$ cat config.mk
export PLATFORM = sky130hd
export DESIGN_NAME = cdc_write_arbiter
export DESIGN_NICKNAME = d
export VERILOG_FILES = /design/src/rtl/cdc_write_arbiter_pkg.sv /design/src/rtl/cdc_write_arbiter_rr_pick.sv /design/src/rtl/cdc_write_arbiter.sv
export SDC_FILE = /design/constraint.sdc
export NUM_CORES = 1
export LEC_CHECK = 0
export CELL_PAD_IN_SITES_DETAIL_PLACEMENT = 1
export CELL_PAD_IN_SITES_GLOBAL_PLACEMENT = 1
export CORE_MARGIN = 1.5
export CORE_UTILIZATION = 28
export CTS_CLUSTER_DIAMETER = 200
export DETAILED_ROUTE_END_ITERATION = 10
export DONT_BUFFER_PORTS = 1
export PLACE_DENSITY = 0.51
export SETUP_SLACK_MARGIN = 0.1
export SYNTH_ARGS = -nofsm -noshare
export SYNTH_HDL_FRONTEND = slang
export SYNTH_SLANG_ARGS = --single-unit
$ cat constraint.sdc
create_clock -name clk -period 6.64 [get_ports clk]
set_input_delay 0.332 -clock clk [delete_from_list [all_inputs] [get_ports clk]]
set_output_delay 0.332 -clock clk [all_outputs]
set_load 0.03 [all_outputs]
$ cat src/rtl/cdc_write_arbiter_pkg.sv
// ----------------------------------------------------------------------------
// cdc_arb_pkg
// Shared types and constants for the mailbox write arbiter.
//   data_t      : one 16-bit buffer word
//   arb_state_t : arbiter FSM states (IDLE, HOLDOFF)
//   GAP_W       : width of the post-write spacing counter
// ----------------------------------------------------------------------------
package cdc_arb_pkg;

    localparam int DATA_W = 16;
    localparam int GAP_W  = 8;

    typedef logic [DATA_W-1:0] data_t;

    typedef enum logic {
        IDLE    = 1'b0,
        HOLDOFF = 1'b1
    } arb_state_t;

endpackage

$ cat src/rtl/cdc_write_arbiter_rr_pick.sv
// ----------------------------------------------------------------------------
// rr_pick
// Combinational round-robin selector. Picks the first set bit of `valid`
// searching upward from `ptr`, wrapping at NUM_REQ (not a power-of-two wrap).
// Ports:
//   valid     in  [NUM_REQ]  request vector
//   ptr       in  [PTR_W]    search start index, always < NUM_REQ
//   grant     out [NUM_REQ]  one-hot grant (all zero when nothing valid)
//   grant_idx out [PTR_W]    index of the granted requester
//   any       out            at least one request is valid
// ----------------------------------------------------------------------------
module rr_pick #(
    parameter int NUM_REQ = 4,
    parameter int PTR_W   = $clog2(NUM_REQ)
) (
    input  logic [NUM_REQ-1:0] valid,
    input  logic [PTR_W-1:0]   ptr,
    output logic [NUM_REQ-1:0] grant,
    output logic [PTR_W-1:0]   grant_idx,
    output logic               any
);

    logic [2*NUM_REQ-1:0] w_dbl;
    logic [NUM_REQ-1:0]   w_rot;
    logic [PTR_W-1:0]     w_ofs;
    logic [PTR_W:0]       w_sum;

    // Rotate right by ptr so bit k of w_rot is requester (ptr+k) mod NUM_REQ.
    assign w_dbl = {valid, valid};
    assign w_rot = NUM_REQ'(w_dbl >> ptr);

    // Lowest set bit of the rotated vector is the nearest requester above ptr.
    always_comb begin
        w_ofs = '0;
        any   = 1'b0;
        for (int j = NUM_REQ - 1; j >= 0; j--) begin
            if (w_rot[j]) begin
                w_ofs = PTR_W'(j);
                any   = 1'b1;
            end
        end
    end

    // Undo the rotation; both operands are < NUM_REQ so one subtract suffices.
    always_comb begin
        w_sum = {1'b0, ptr} + {1'b0, w_ofs};
        if (w_sum >= (PTR_W + 1)'(NUM_REQ)) begin
            w_sum = w_sum - (PTR_W + 1)'(NUM_REQ);
        end
    end

    assign grant_idx = w_sum[PTR_W-1:0];

    generate
        for (genvar gi = 0; gi < NUM_REQ; gi++) begin : g_grant
            assign grant[gi] = any && (grant_idx == PTR_W'(gi));
        end
    endgenerate

endmodule

$ cat src/rtl/cdc_write_arbiter.sv
// ----------------------------------------------------------------------------
// cdc_write_arbiter
// Round-robin arbiter sharing the single 16-bit write port of the cross-clock
// mailbox buffer between NUM_REQ requesters. After each buffer write it forces
// MIN_GAP idle cycles so the read domain can sample the word before it is
// overwritten.
//
// Optional feature macro: CDC_WRITE_ARBITER_STATS_EN
//   Adds a saturating CNT_W-bit grant counter per requester and the
//   stat_sel / stat_count readout ports.
//
// Ports:
//   clk         in   write-domain clock (same net as buffer write_clk)
//   reset       in   synchronous, active-high
//   req_valid   in   [NUM_REQ]     per-requester valid
//   req_data    in   [NUM_REQ*16]  requester i in bits [16i+15:16i]
//   req_ready   out  [NUM_REQ]     one-hot accept, combinational
//   write_data  out  [16]          registered buffer write word
//   write_en    out                registered single-cycle write strobe
//   last_grant  out  [clog2 N]     most recently accepted requester
//   busy        out                high while in HOLDOFF
//   stat_sel    in   [clog2 N]     (stats build) counter select
//   stat_count  out  [CNT_W]       (stats build) counter[stat_sel], 1 cycle later
// ----------------------------------------------------------------------------
module cdc_write_arbiter
    import cdc_arb_pkg::*;
#(
    parameter int NUM_REQ = 4,
    parameter int MIN_GAP = 4,
    parameter int CNT_W   = 16
) (
    input  logic                       clk,
    input  logic                       reset,
    input  logic [NUM_REQ-1:0]         req_valid,
    input  logic [NUM_REQ*DATA_W-1:0]  req_data,
    output logic [NUM_REQ-1:0]         req_ready,
    output logic [DATA_W-1:0]          write_data,
    output logic                       write_en,
    output logic [$clog2(NUM_REQ)-1:0] last_grant,
    output logic                       busy
`ifdef CDC_WRITE_ARBITER_STATS_EN
    ,
    input  logic [$clog2(NUM_REQ)-1:0] stat_sel,
    output logic [CNT_W-1:0]           stat_count
`endif
);

    localparam int PTR_W = $clog2(NUM_REQ);
    localparam logic [GAP_W-1:0] GAP_INIT =
        (MIN_GAP > 0) ? GAP_W'(MIN_GAP - 1) : '0;

    // Reject configurations outside the supported range at elaboration.
    generate
        if (NUM_REQ < 2 || NUM_REQ > 8 || MIN_GAP < 0 || MIN_GAP > 255 || CNT_W < 1) begin : g_bad_cfg
            $error("cdc_write_arbiter: unsupported parameter combination");
        end
    endgenerate

    arb_state_t       r_state;
    arb_state_t       w_state_next;
    logic [PTR_W-1:0] r_ptr;
    logic [PTR_W-1:0] w_ptr_next;
    logic [GAP_W-1:0] r_gap_cnt;
    logic [GAP_W-1:0] w_gap_next;
    data_t            r_write_data;
    logic             r_write_en;
    logic [PTR_W-1:0] r_last_grant;

    logic [NUM_REQ-1:0] w_grant;
    logic [PTR_W-1:0]   w_idx;
    logic               w_any;
    logic               w_xfer;
    data_t              w_req_word [NUM_REQ];

    generate
        for (genvar gi = 0; gi < NUM_REQ; gi++) begin : g_unpack
            assign w_req_word[gi] = req_data[gi*DATA_W +: DATA_W];
        end
    endgenerate

    rr_pick #(
        .NUM_REQ (NUM_REQ),
        .PTR_W   (PTR_W)
    ) u_rr_pick (
        .valid     (req_valid),
        .ptr       (r_ptr),
        .grant     (w_grant),
        .grant_idx (w_idx),
        .any       (w_any)
    );

    // Next-state and handshake logic. Ready is offered only in IDLE, so any
    // valid request seen in IDLE is a transfer this cycle.
    always_comb begin
        w_state_next = r_state;
        w_gap_next   = r_gap_cnt;
        w_ptr_next   = r_ptr;
        req_ready    = '0;
        w_xfer       = 1'b0;
        case (r_state)
            IDLE: begin
                req_ready = w_grant;
                if (w_any) begin
                    w_xfer     = 1'b1;
                    w_ptr_next = (w_idx == PTR_W'(NUM_REQ - 1)) ? '0 : w_idx + 1'b1;
                    if (MIN_GAP != 0) begin
                        w_state_next = HOLDOFF;
                        w_gap_next   = GAP_INIT;
                    end
                end
            end
            HOLDOFF: begin
                if (r_gap_cnt == '0) begin
                    w_state_next = IDLE;
                end else begin
                    w_gap_next = r_gap_cnt - 1'b1;
                end
            end
            default: begin
                w_state_next = IDLE;
            end
        endcase
    end

    // Reset drops any HOLDOFF and the write strobe that a transfer in the
    // reset cycle would otherwise produce.
    always_ff @(posedge clk) begin
        if (reset) begin
            r_state      <= IDLE;
            r_ptr        <= '0;
            r_gap_cnt    <= '0;
            r_write_data <= '0;
            r_write_en   <= 1'b0;
            r_last_grant <= '0;
        end else begin
            r_state    <= w_state_next;
            r_ptr      <= w_ptr_next;
            r_gap_cnt  <= w_gap_next;
            r_write_en <= w_xfer;
            if (w_xfer) begin
                r_write_data <= w_req_word[w_idx];
                r_last_grant <= w_idx;
            end
        end
    end

    assign write_data = r_write_data;
    assign write_en   = r_write_en;
    assign last_grant = r_last_grant;
    assign busy       = (r_state == HOLDOFF);

`ifdef CDC_WRITE_ARBITER_STATS_EN
    logic [CNT_W-1:0]   r_grant_cnt [NUM_REQ];
    logic [NUM_REQ-1:0] w_cnt_inc;
    logic [CNT_W-1:0]   r_stat_count;

    // Increment only the granted requester's counter, holding at all-ones.
    generate
        for (genvar gi = 0; gi < NUM_REQ; gi++) begin : g_cnt_inc
            assign w_cnt_inc[gi] = w_xfer && (w_idx == PTR_W'(gi)) &&
                                   (r_grant_cnt[gi] != '1);
        end
    endgenerate

    always_ff @(posedge clk) begin
        if (reset) begin
            for (int i = 0; i < NUM_REQ; i++) begin
                r_grant_cnt[i] <= '0;
            end
            r_stat_count <= '0;
        end else begin
            for (int i = 0; i < NUM_REQ; i++) begin
                if (w_cnt_inc[i]) begin
                    r_grant_cnt[i] <= r_grant_cnt[i] + CNT_W'(1);
                end
            end
            // stat_sel codes beyond NUM_REQ-1 read as zero.
            if ({1'b0, stat_sel} < (PTR_W + 1)'(NUM_REQ)) begin
                r_stat_count <= r_grant_cnt[stat_sel];
            end else begin
                r_stat_count <= '0;
            end
        end
    end

    assign stat_count = r_stat_count;
`endif

endmodule

==> Word-level counts from Yosys, hierarchy flattened <==
Cells that the tools add are included.
{ "totals": {"ff_bits": 30, "latchBits": 0, "mem_bits_rw": 0, "romBits": 0, "in_bits": 70, "output_inout_bits": 24, "mem_count": 0} }
{ "classes": {"add_sub_neg": 4, "mul": 0, "div_mod_pow": 0, "order_cmp": 2, "eq_ne": 5, "shift": 1, "muxes": 21, "bitwise": 2, "reduce_logical": 8} }
{ "ops": {"columns": ["operator", "count"], "rows": [
  ["$bmux W16 S2", 1],
  ["$mux W16", 2],
  ["$mux W8", 2],
  ["$pmux W8 S2", 1],
  ["$mux W2", 6],
  ["$logic_not A8 Y1", 1],
  ["$shr A8 B2 Y4", 1],
  ["$sub A8 B1 Y8 const B", 1],
  ["$mux W1", 7],
  ["$ge A3 B3 Y1 const B", 2],
  ["$eq A2 B2 Y1 const B", 2],
  ["$logic_and A1 B1 Y1", 4],
  ["$mux W4", 1],
  ["$reduce_and A2 Y1", 2],
  ["$add A2 B2 Y3", 1],
  ["$not A2 Y3", 1],
  ["$add A2 B1 Y2 const B", 1],
  ["$eq A2 B1 Y1 const B", 1],
  ["$logic_not A2 Y1", 1],
  ["$ne A2 B1 Y1 const B", 1],
  ["$ne A2 B2 Y1 const B", 1],
  ["$pmux W1 S2", 1],
  ["$sub A2 B1 Y2 const B", 1],
  ["$not A1 Y1", 1]
]} }

==> Longest topological paths before layout <==
Gate-level depths: netlist of the first run.
{ "logic_depth": {"depth_word": 12, "depth_mapped": 13, "mapped_depth_nobuf": 12} }

==> Cells and area by module <==
A second synthesis of the first run with hierarchy kept.
{ "unflattened": {"cells_unflattened": 207, "hier_area_um2": 1920.6} }
{ "by_module_without_submodules": {"columns": ["mod", "n_inst", "cells_each", "area_each_um2"], "rows": [
  ["cdc_write_arbiter", 1, 166, 1599.0],
  ["rr_pick", 1, 41, 321.6]
]} }

==> Worst setup path after synthesis of the first run <==
Ideal clock, no wire load.
{ "synth_path": {"path_kind": "input to output", "start": "input port req_valid[0]", "end": "output port req_ready[0]", "arrival_ps": 2865, "required_time_ps": 6308, "slack_ps": 3443, "cell_stages": 9, "path_buffers": 3, "path_cell_list": "buf_2 nor2_1 a221oi_1 a31oi_1 a211o_1 ha_1 buf_2 clkbuf_1 nor4_1"} }
{ "synth_via": {"elab_chain_len": 11, "word_cells_on_any_way": 16, "classes_between": "add/sub (2); order compare (1); shift (1); mux (10); reduce/logical (2)"} }
{ "synth_lines": {"columns": ["element", "line_no", "source"], "rows": [
  ["from (decl)", "cdc_write_arbiter.sv:34", "input logic [NUM_REQ-1:0] req_valid,"],
  ["$shr A8 B2 Y4 *", "cdc_write_arbiter_rr_pick.sv:30", "assign w_rot = NUM_REQ'(w_dbl >> ptr);"],
  ["$mux W2 (3 in a row)", "cdc_write_arbiter_rr_pick.sv:37", "if (w_rot[j]) begin"],
  ["$mux W2 *", "cdc_write_arbiter_rr_pick.sv:37", null],
  ["$add A2 B2 Y3 *", "cdc_write_arbiter_rr_pick.sv:46", "w_sum = {1'b0, ptr} + {1'b0, w_ofs};"],
  ["$ge A3 B3 Y1 or $sub A2 B1 Y2 (tied branches)", "cdc_write_arbiter_rr_pick.sv:47, cdc_write_arbiter_rr_pick.sv:48", null],
  ["$mux W2 *", "cdc_write_arbiter_rr_pick.sv:47", "if (w_sum >= (PTR_W + 1)'(NUM_REQ)) begin"],
  ["via u_rr_pick.grant_idx[0]", "cdc_write_arbiter_rr_pick.sv:19", "output logic [PTR_W-1:0] grant_idx,"],
  ["$logic_not A2 Y1 *", "cdc_write_arbiter_rr_pick.sv:56", "assign grant[gi] = any && (grant_idx == PTR_W'(gi));"],
  ["$logic_and A1 B1 Y1 *", "cdc_write_arbiter_rr_pick.sv:56", null],
  ["$mux W4 *", "cdc_write_arbiter.sv:100", "case (r_state)"],
  ["to (decl)", "cdc_write_arbiter.sv:36", "output logic [NUM_REQ-1:0] req_ready,"]
]} }
Mark *: on every way through the listed nets, which the timed path passes. The rest lies on a longest branch.

==> Worst setup path after layout of the first run <==
{ "layout_path": {"start": "register r_ptr[0]", "end": "output port req_ready[1]"} }
{ "layout_via": {"elab_chain_len": 11, "word_cells_on_any_way": 16, "classes_between": "add/sub (2); order compare (1); eq/ne (1); shift (1); mux (10); reduce/logical (1)"} }
{ "layout_lines": {"columns": ["element", "line_no", "source"], "rows": [
  ["from (decl)", "cdc_write_arbiter.sv:61", "logic [PTR_W-1:0] r_ptr;"],
  ["from (signal assigned)", "cdc_write_arbiter.sv:137", "r_ptr <= w_ptr_next;"],
  ["$shr A8 B2 Y4", "cdc_write_arbiter_rr_pick.sv:30", null],
  ["$mux W2 (4 in a row)", "cdc_write_arbiter_rr_pick.sv:37", null],
  ["$add A2 B2 Y3", "cdc_write_arbiter_rr_pick.sv:46", null],
  ["$ge A3 B3 Y1 or $sub A2 B1 Y2 (tied branches)", "cdc_write_arbiter_rr_pick.sv:47, cdc_write_arbiter_rr_pick.sv:48", null],
  ["$mux W2", "cdc_write_arbiter_rr_pick.sv:47", null],
  ["$eq A2 B1 Y1", "cdc_write_arbiter_rr_pick.sv:56", null],
  ["$logic_and A1 B1 Y1 *", "cdc_write_arbiter_rr_pick.sv:56", null],
  ["$mux W4 *", "cdc_write_arbiter.sv:100", null]
]} }
Mark *: on every way between the ends. The rest lies on a longest branch, timed or not.

==> impl_metrics.yaml, run 1 <==
setup_path:
  cp-end-kind: "primary output"
  reg2reg_from: "r_ptr[0]$_SDFFE_PP0P_"
  crit_required_ns: 6.31
  crit_type: "reg2out"
  start_kind: "flop"
  reg2reg_depth: 10
  arrival_ns: 3.12
  r2r_setup_slack_ns: 3.58
  path_max_fanout: 11
  r2r_end: "write_data[13]$_SDFFE_PP0P_"
floorplan:
  die_x_um: 91.7
  dieArea_sq_um: 8400
  core_area_sq_um: 7650
  core.rowCount: 32
  io_pins: 94
  initial_core_util_pct: 28.8
  die_y_um: 91.7
clock_tree:
  ctsResizeCount: 0
  clk_path_buf_depth: 2
  cts.sinks: 30
  postCtsSetupBuffers: 0
  cts_buffers: 5
  clk_pin_slew_ns: 0.07
  hold_buffers: 0
  cts_root_buf: "clkbuf_8"
  cts_tree: "yes"
  clkLatencyLatePin_ns: 0.29
  htreeDepth: 2
layout:
  area_growth_pct: 5.91
  antenna_cells: 0
  seqCellArea_sq_um: 601
  multi_input_area_sq_um: 1460
  final_nets: 300
  fillers: 900
  stdcell_area_sq_um: 2330
  drive_gt1_share_pct: 26.9
timing:
  rsz0062_at_grt: "no"
  maxSlewHeadroom_pct: 36.6
  worst_clock_skew_ns: 0.00958
  setup_viol: 0
  period_needed_ns: 3.46
  whs_ns: 0.106
  hold_viol_final: 0
  slew_violations: 0
  max_freq_mhz: 289
  finalCritPeriodShare_pct: 52.1
  fin_tns_setup_ns: 0
  max_slew.worst_pin.slew_ns: 0.950
drt:
  drtPass1Iterations: 4
  drt_iter0_drc: 71
  vias: 1882
  drc: 0
  avgViaCountPerCell: 5.72
  wl_um: 6260
  wire_per_inst_um: 19.0
  ant_nets: 0
pwr:
  p_per_area_nw_per_um2: 509
  p_leak_nw: 0.824
  ir_worst_vdd_uv: 142
global_routing:
  antenna_found_initial: 0
  grt_max_degree: 38
  grt_pass1_vias: 1821
  overflow: 0
  grt_pass1_wl_um: 9860
  grtUsageTotal_pct: 14.8
synth:
  syn_nets: 310
  netlist_instances: 236
  synth_cell_type_count: 47
  synth_top_cell_by_area: "dfxtp_1"
  netlist_area_sq_um: 2200
  synth_seq_area_share_pct: 27.3
  ys_ff_latch: 30
  synth_top_area_share_pct: 27.3
  yosysWarnings: 0
  avgSynthCellArea_sq_um: 9.33
  synth.top_cells.by_area: "dfxtp_1 27%, mux2_2 16%, a22o_1 6.4%"
outcome:
  status: "completed"
worst_hold_path:
  worstHoldPathType: "in2reg"
  whs_path_depth: 1
  holdPathEnd: "last_grant[0]$_SDFFE_PP0P_"
  min-delay-start: "reset"
flow_run:
  drv_cap: 0
placed_design:
  gp_congestion: 0.706
  placed_cell_area_sq_um: 2240
  numPortBuffers: 0
  hpwlAfterDp_um: 4160
[synth_stat cells (all sizes together)]
| master | instances |
|---|---|
| xnor2 | 1 |
| o31a | 1 |
| a211o | 1 |
| and2 | 2 |
| clkbuf | 8 |
| o21a | 3 |
| a221oi | 1 |
| nand4b | 1 |
| a22oi | 16 |
| nor2b | 2 |
| nor2 | 19 |
| o31ai | 3 |
| a32oi | 1 |
| o2111ai | 1 |
| nand3b | 5 |
| nor4b | 1 |
| buf | 14 |
| o21ai | 2 |
| a221o | 16 |
| o32ai | 1 |
| a22o | 16 |
| nand3 | 5 |
| xor2 | 1 |
| a31oi | 2 |
| inv | 3 |
| a21o | 1 |
| nor3 | 21 |
| or2 | 3 |
| a21oi | 6 |
| ha | 4 |
| or3 | 2 |
| dfxtp | 30 |
| mux2 | 32 |
| a211oi | 1 |
| nor4 | 5 |
| nand2 | 5 |
[metrics by stage]
step	power, mW	util, %	instances	setup slack, ns
after floorplan	0.934	-	236	3.44
after global placement	1.03	29.3	321	3.52
after detailed placement	1.04	29.3	321	3.47
after global routing	1.28	30.5	329	2.98
after CTS	1.20	30.5	329	3.14
final	1.19	30.5	329	3.18
[critical path, cell delays in order (launching register included)]
cell      delay [ns]
dfxtp_1         0.52
nor2_1          0.09
a221oi_1        0.29
a31oi_1         0.07
a211o_1         0.29
ha_1            0.19
xnor2_1         0.40
nor3_1          0.19
nor3_1          0.80
[cell usage in the layout, fill, tap and decap left out, types with 2 or more instances in the layout]
cell type	netlist	routed
nor4_4	1	2
a31oi_1	2	2
a22o_1	16	16
a22oi_1	16	16
clkbuf_8	0	6
nor3_1	21	21
inv_1	3	3
nand3b_1	5	5
or2_2	2	2
o21ai_0	2	2
nand3_1	5	5
nor2_1	17	17
dfxtp_1	30	30
nor4_1	3	3
and2_1	2	2
ha_1	4	4
nand2_1	5	5
a221o_1	10	10
a221o_2	6	6
mux2_2	32	32
o21a_1	3	3
a21oi_1	6	6
buf_4	3	5
nor2_2	2	2
o31ai_1	2	2
[logic make-up (layout without fill, tap and decap cells)]
| kind of cell | after synthesis | count (layout) | synth area share (%) |
|---|---|---|---|
| AOI/OAI and AO/OA | 72 | 72 | 27.9 |
| and+or+nand+nor | 71 | 71 | 18.7 |
| muxes | 32 | 32 | 16.4 |
| DFF | 30 | 30 | 27.3 |
| buffers and inverters | 25 | 16 | 6.65 |
| adders and majority gates | 4 | 4 | 2.27 |
| xor gates and xnor gates | 2 | 2 | 0.796 |
[worst max-delay path by stage]
stage	endpoint	startpoint	cells past startpoint	slack, ns
after detailed placement	req_ready[1]	r_ptr[0]$_SDFFE_PP0P_	8	3.47
after floorplan	req_ready[0]	req_valid[0]	9	3.44
after CTS	req_ready[1]	r_ptr[0]$_SDFFE_PP0P_	8	3.14
final	req_ready[1]	r_ptr[0]$_SDFFE_PP0P_	8	3.18
after global routing	req_ready[3]	r_ptr[0]$_SDFFE_PP0P_	10	2.98
after global placement	req_ready[1]	r_ptr[0]$_SDFFE_PP0P_	8	3.52
[layer usage]
metal / GRT usage (%) / vias to the layer above / routed length, um
li1: - / 904 / -
met1: 19.5 / 931 / 2900
met2: 23.0 / 41 / 2950
met3: 4.64 / 6 / 332
met4: 4.82 / 0 / 76
met5: 0 / - / 0
[registers in the layout, indices dropped and copies added, names as in the netlist]
name        cells
busy            1
last_grant      2
r_gap_cnt       8
r_ptr           2
write_data     16
write_en        1
[where the power goes]
part	internal (mW)	total [mW]	switching, mW
logic	0.293	0.611	0.318
registers	0.246	0.416	0.170
clock network	0.0837	0.159	0.0752
[layout make-up]
cell class	instances	share of cell area, %
Timing Repair Buffer	5	1.61
Inverter	3	0.483
Clock inverter	1	0.215
Sequential cell	30	25.8
Multi-Input combinational cell	181	62.7
Clock buffer	7	3.70
Tap cell	102	5.48
Power figures use the tool's default switching activity.
==> inputs of run 2 (changes only) <==
- ABC_AREA: unset -> 1
- PLACE_DENSITY: 0.51 -> 0.56
- clock period: 6.64 -> 2.96 ns (I/O delays scaled with it)
==> impl_metrics.yaml, run 2 <==
outcome:
  status: "completed"
clock_tree:
  clkLatencyLatePin_ns: 0.29
  cts.sinks: 30
  cts_buffers: 5
  cts_root_buf: "clkbuf_8"
  postCtsSetupBuffers: 0
  clk_pin_slew_ns: 0.07
  htreeDepth: 2
  clk_path_buf_depth: 2
  cts_tree: "yes"
placed_design:
  hpwlAfterDp_um: 3940
  numPortBuffers: 0
  gp_congestion: 0.743
  placed_cell_area_sq_um: 2040
  pre_cts_ws_ns: 0.544
floorplan:
  core_area_sq_um: 6760
  initial_core_util_pct: 28.7
  dieArea_sq_um: 7440
  io_pins: 94
  core.rowCount: 30
  die_x_um: 86.3
  die_y_um: 86.3
pwr:
  total_power_mw: 3.04
  p_leak_nw: 1.00
  ir_worst_vdd_uv: 399
  p_per_area_nw_per_um2: 1420
setup_path:
  r2r_setup_slack_ns: 0.79
  cp-end-kind: "primary output"
  arrival_ns: 2.40
  crit_type: "reg2out"
  crit_required_ns: 2.81
  start_kind: "flop"
  path_max_fanout: 6
drt:
  wire_per_inst_um: 15.1
  ant_nets: 0
  drt_iter0_drc: 41
  avgViaCountPerCell: 5.11
  drtPass1Iterations: 4
  drc: 0
  wl_um: 5400
  vias: 1824
synth:
  yosys-top-cells-count: "84 x nand2_1, 51 x nand3_1, 32 x mux2i_1"
  avgSynthCellArea_sq_um: 7.17
  synth_edf_count: 0
  synth-async-reset-ratio_pct: 0
  yosysWarnings: 0
  yosysMostFrequentCell: "nand2_1"
  synth_cell_type_count: 26
  netlist_instances: 271
  synth_top_area_share_pct: 30.9
  ys_ff_latch: 30
  netlist_area_sq_um: 1940
  synth.top_cells.by_area: "dfxtp_1 31%, mux2i_1 16%, nand2_1 16%"
  ys_dominant_reg_cell: "dfxtp_1"
  synth_top_cell_by_area: "dfxtp_1"
  synth_seq_area_share_pct: 30.9
  syn_nets: 345
layout:
  stdcell_area_sq_um: 2140
  fillers: 847
  largest_reg_flops: 16
  final_cell_mix: "84 x nand2_1, 51 x nand3_1, 32 x mux2i_1, 29 x dfxtp_1, 16 x nor2_1"
  drive_gt1_share_pct: 10.5
  final_nets: 350
  layout_commonest_cell: "nand2_1"
  antenna_cells: 0
  area_growth_pct: 10.3
flow_run:
  drv_cap: 0
timing:
  worst_clock_skew_ns: 0.00815
  finalCritPeriodShare_pct: 86.1
  slew_violations: 0
  fin_tns_setup_ns: 0
  setup_viol: 0
  max_slew.worst_pin.slew_ns: 0.538
  whs_ns: 0.00984
  period_needed_ns: 2.55
  maxSlewHeadroom_pct: 64.0
  rsz0062_at_grt: "no"
  hold_viol_final: 0
  fin_ws_ns: 0.412
  max_freq_mhz: 392
global_routing:
  grt_pass1_wl_um: 8850
  antenna_found_initial: 0
  grt_pass1_vias: 1848
  grtUsageTotal_pct: 15.2
  grt_max_degree: 20
  overflow: 0
worst_hold_path:
  worstHoldPathType: "in2reg"
==> run 2: cell types whose count changed after synthesis, moves of 6 or more <==
cell      change
inv_1         +6
nor3_1       -21
clkbuf_1      -6
a22oi_1      -16
a22o_1       -16
mux2i_1      +32
a221o_1      -10
nand2_1      +79
mux2_2       -32
a221o_2       -6
nand3_1      +46
==> run 2: worst paths after layout <==
kind | endpoint | depth (start not counted) | start
worst max-delay path | req_ready[3] | 15 | r_ptr[0]$_SDFFE_PP0P_
worst min-delay path | write_en$_SDFF_PP0_ | 1 | reset
worst max register to register | write_data[8]$_SDFFE_PP0P_ | 11 | r_ptr[1]$_SDFFE_PP0P_
worst min register to register | r_gap_cnt[0]$_SDFFE_PP0P_ | 2 | r_gap_cnt[0]$_SDFFE_PP0P_
==> run 2: power by group <==
part / switching, mW / internal [mW]
logic: 1.02 / 0.664
registers: 0.411 / 0.584
clock network: 0.174 / 0.187
total: 1.60 / 1.44
==> run 2: what timing repair did <==
item                       4_1_cts  5_1_grt
hold buffers                     1        0
hold endpoints to repair        10        0
setup endpoints to repair        0        4
gates resized for setup          0        2
==> run 2: layout make-up <==
type | instances | area [sq um] | area share, %
Multi-Input combinational cell | 217 | 1220 | 57.0
Sequential cell | 30 | 602 | 28.1
Tap cell | 80 | 100 | 4.67
Clock buffer | 6 | 82.6 | 3.86
Timing Repair Buffer | 10 | 77.6 | 3.62
Inverter | 12 | 46.3 | 2.16
Clock inverter | 2 | 12.5 | 0.584
==> run 2: logic make-up (layout without fill, tap and decap cells) <==
logic type	after synthesis	in the layout	synth area share [%]
AOI/OAI and AO/OA	15	15	4.57
DFF	30	30	30.9
buffers and inverters	24	30	6.31
xor gates and xnor gates	7	7	3.16
and+or+nand+nor	159	159	36.0
adders and majority gates	4	4	2.58
muxes	32	32	16.5
==> run 2: worst max-delay path, stage by stage (launching register included) <==
cell and delay, ns:
dfxtp_2 0.39, inv_2 0.07, nand2_1 0.08, nand3_1 0.06, nand2_1 0.11, nand3_1 0.08, a21boi_1 0.15, ha_2 0.20
xor2_1 0.22, inv_1 0.08, nand3_2 0.08, nand2_1 0.07, ha_1 0.21, inv_1 0.08, nor2_1 0.05, buf_4 0.18
==> run 2: routing by layer <==
metal  global-route usage [%]  routed length [um]  vias up
met5                        0                   0        -
met4                     4.40                  59        0
met3                     4.86                 328        5
met2                     25.5                2520       53
met1                     18.8                2490      854
li1                         -                   -      912
==> run 2: metrics by stage <==
step           util (%)  cells
2_1_floorplan         -    271
3_3_place_gp       30.1    348
3_5_place_dp       30.1    348
4_1_cts            31.7    357
5_1_grt            31.7    357
6_report           31.7    357
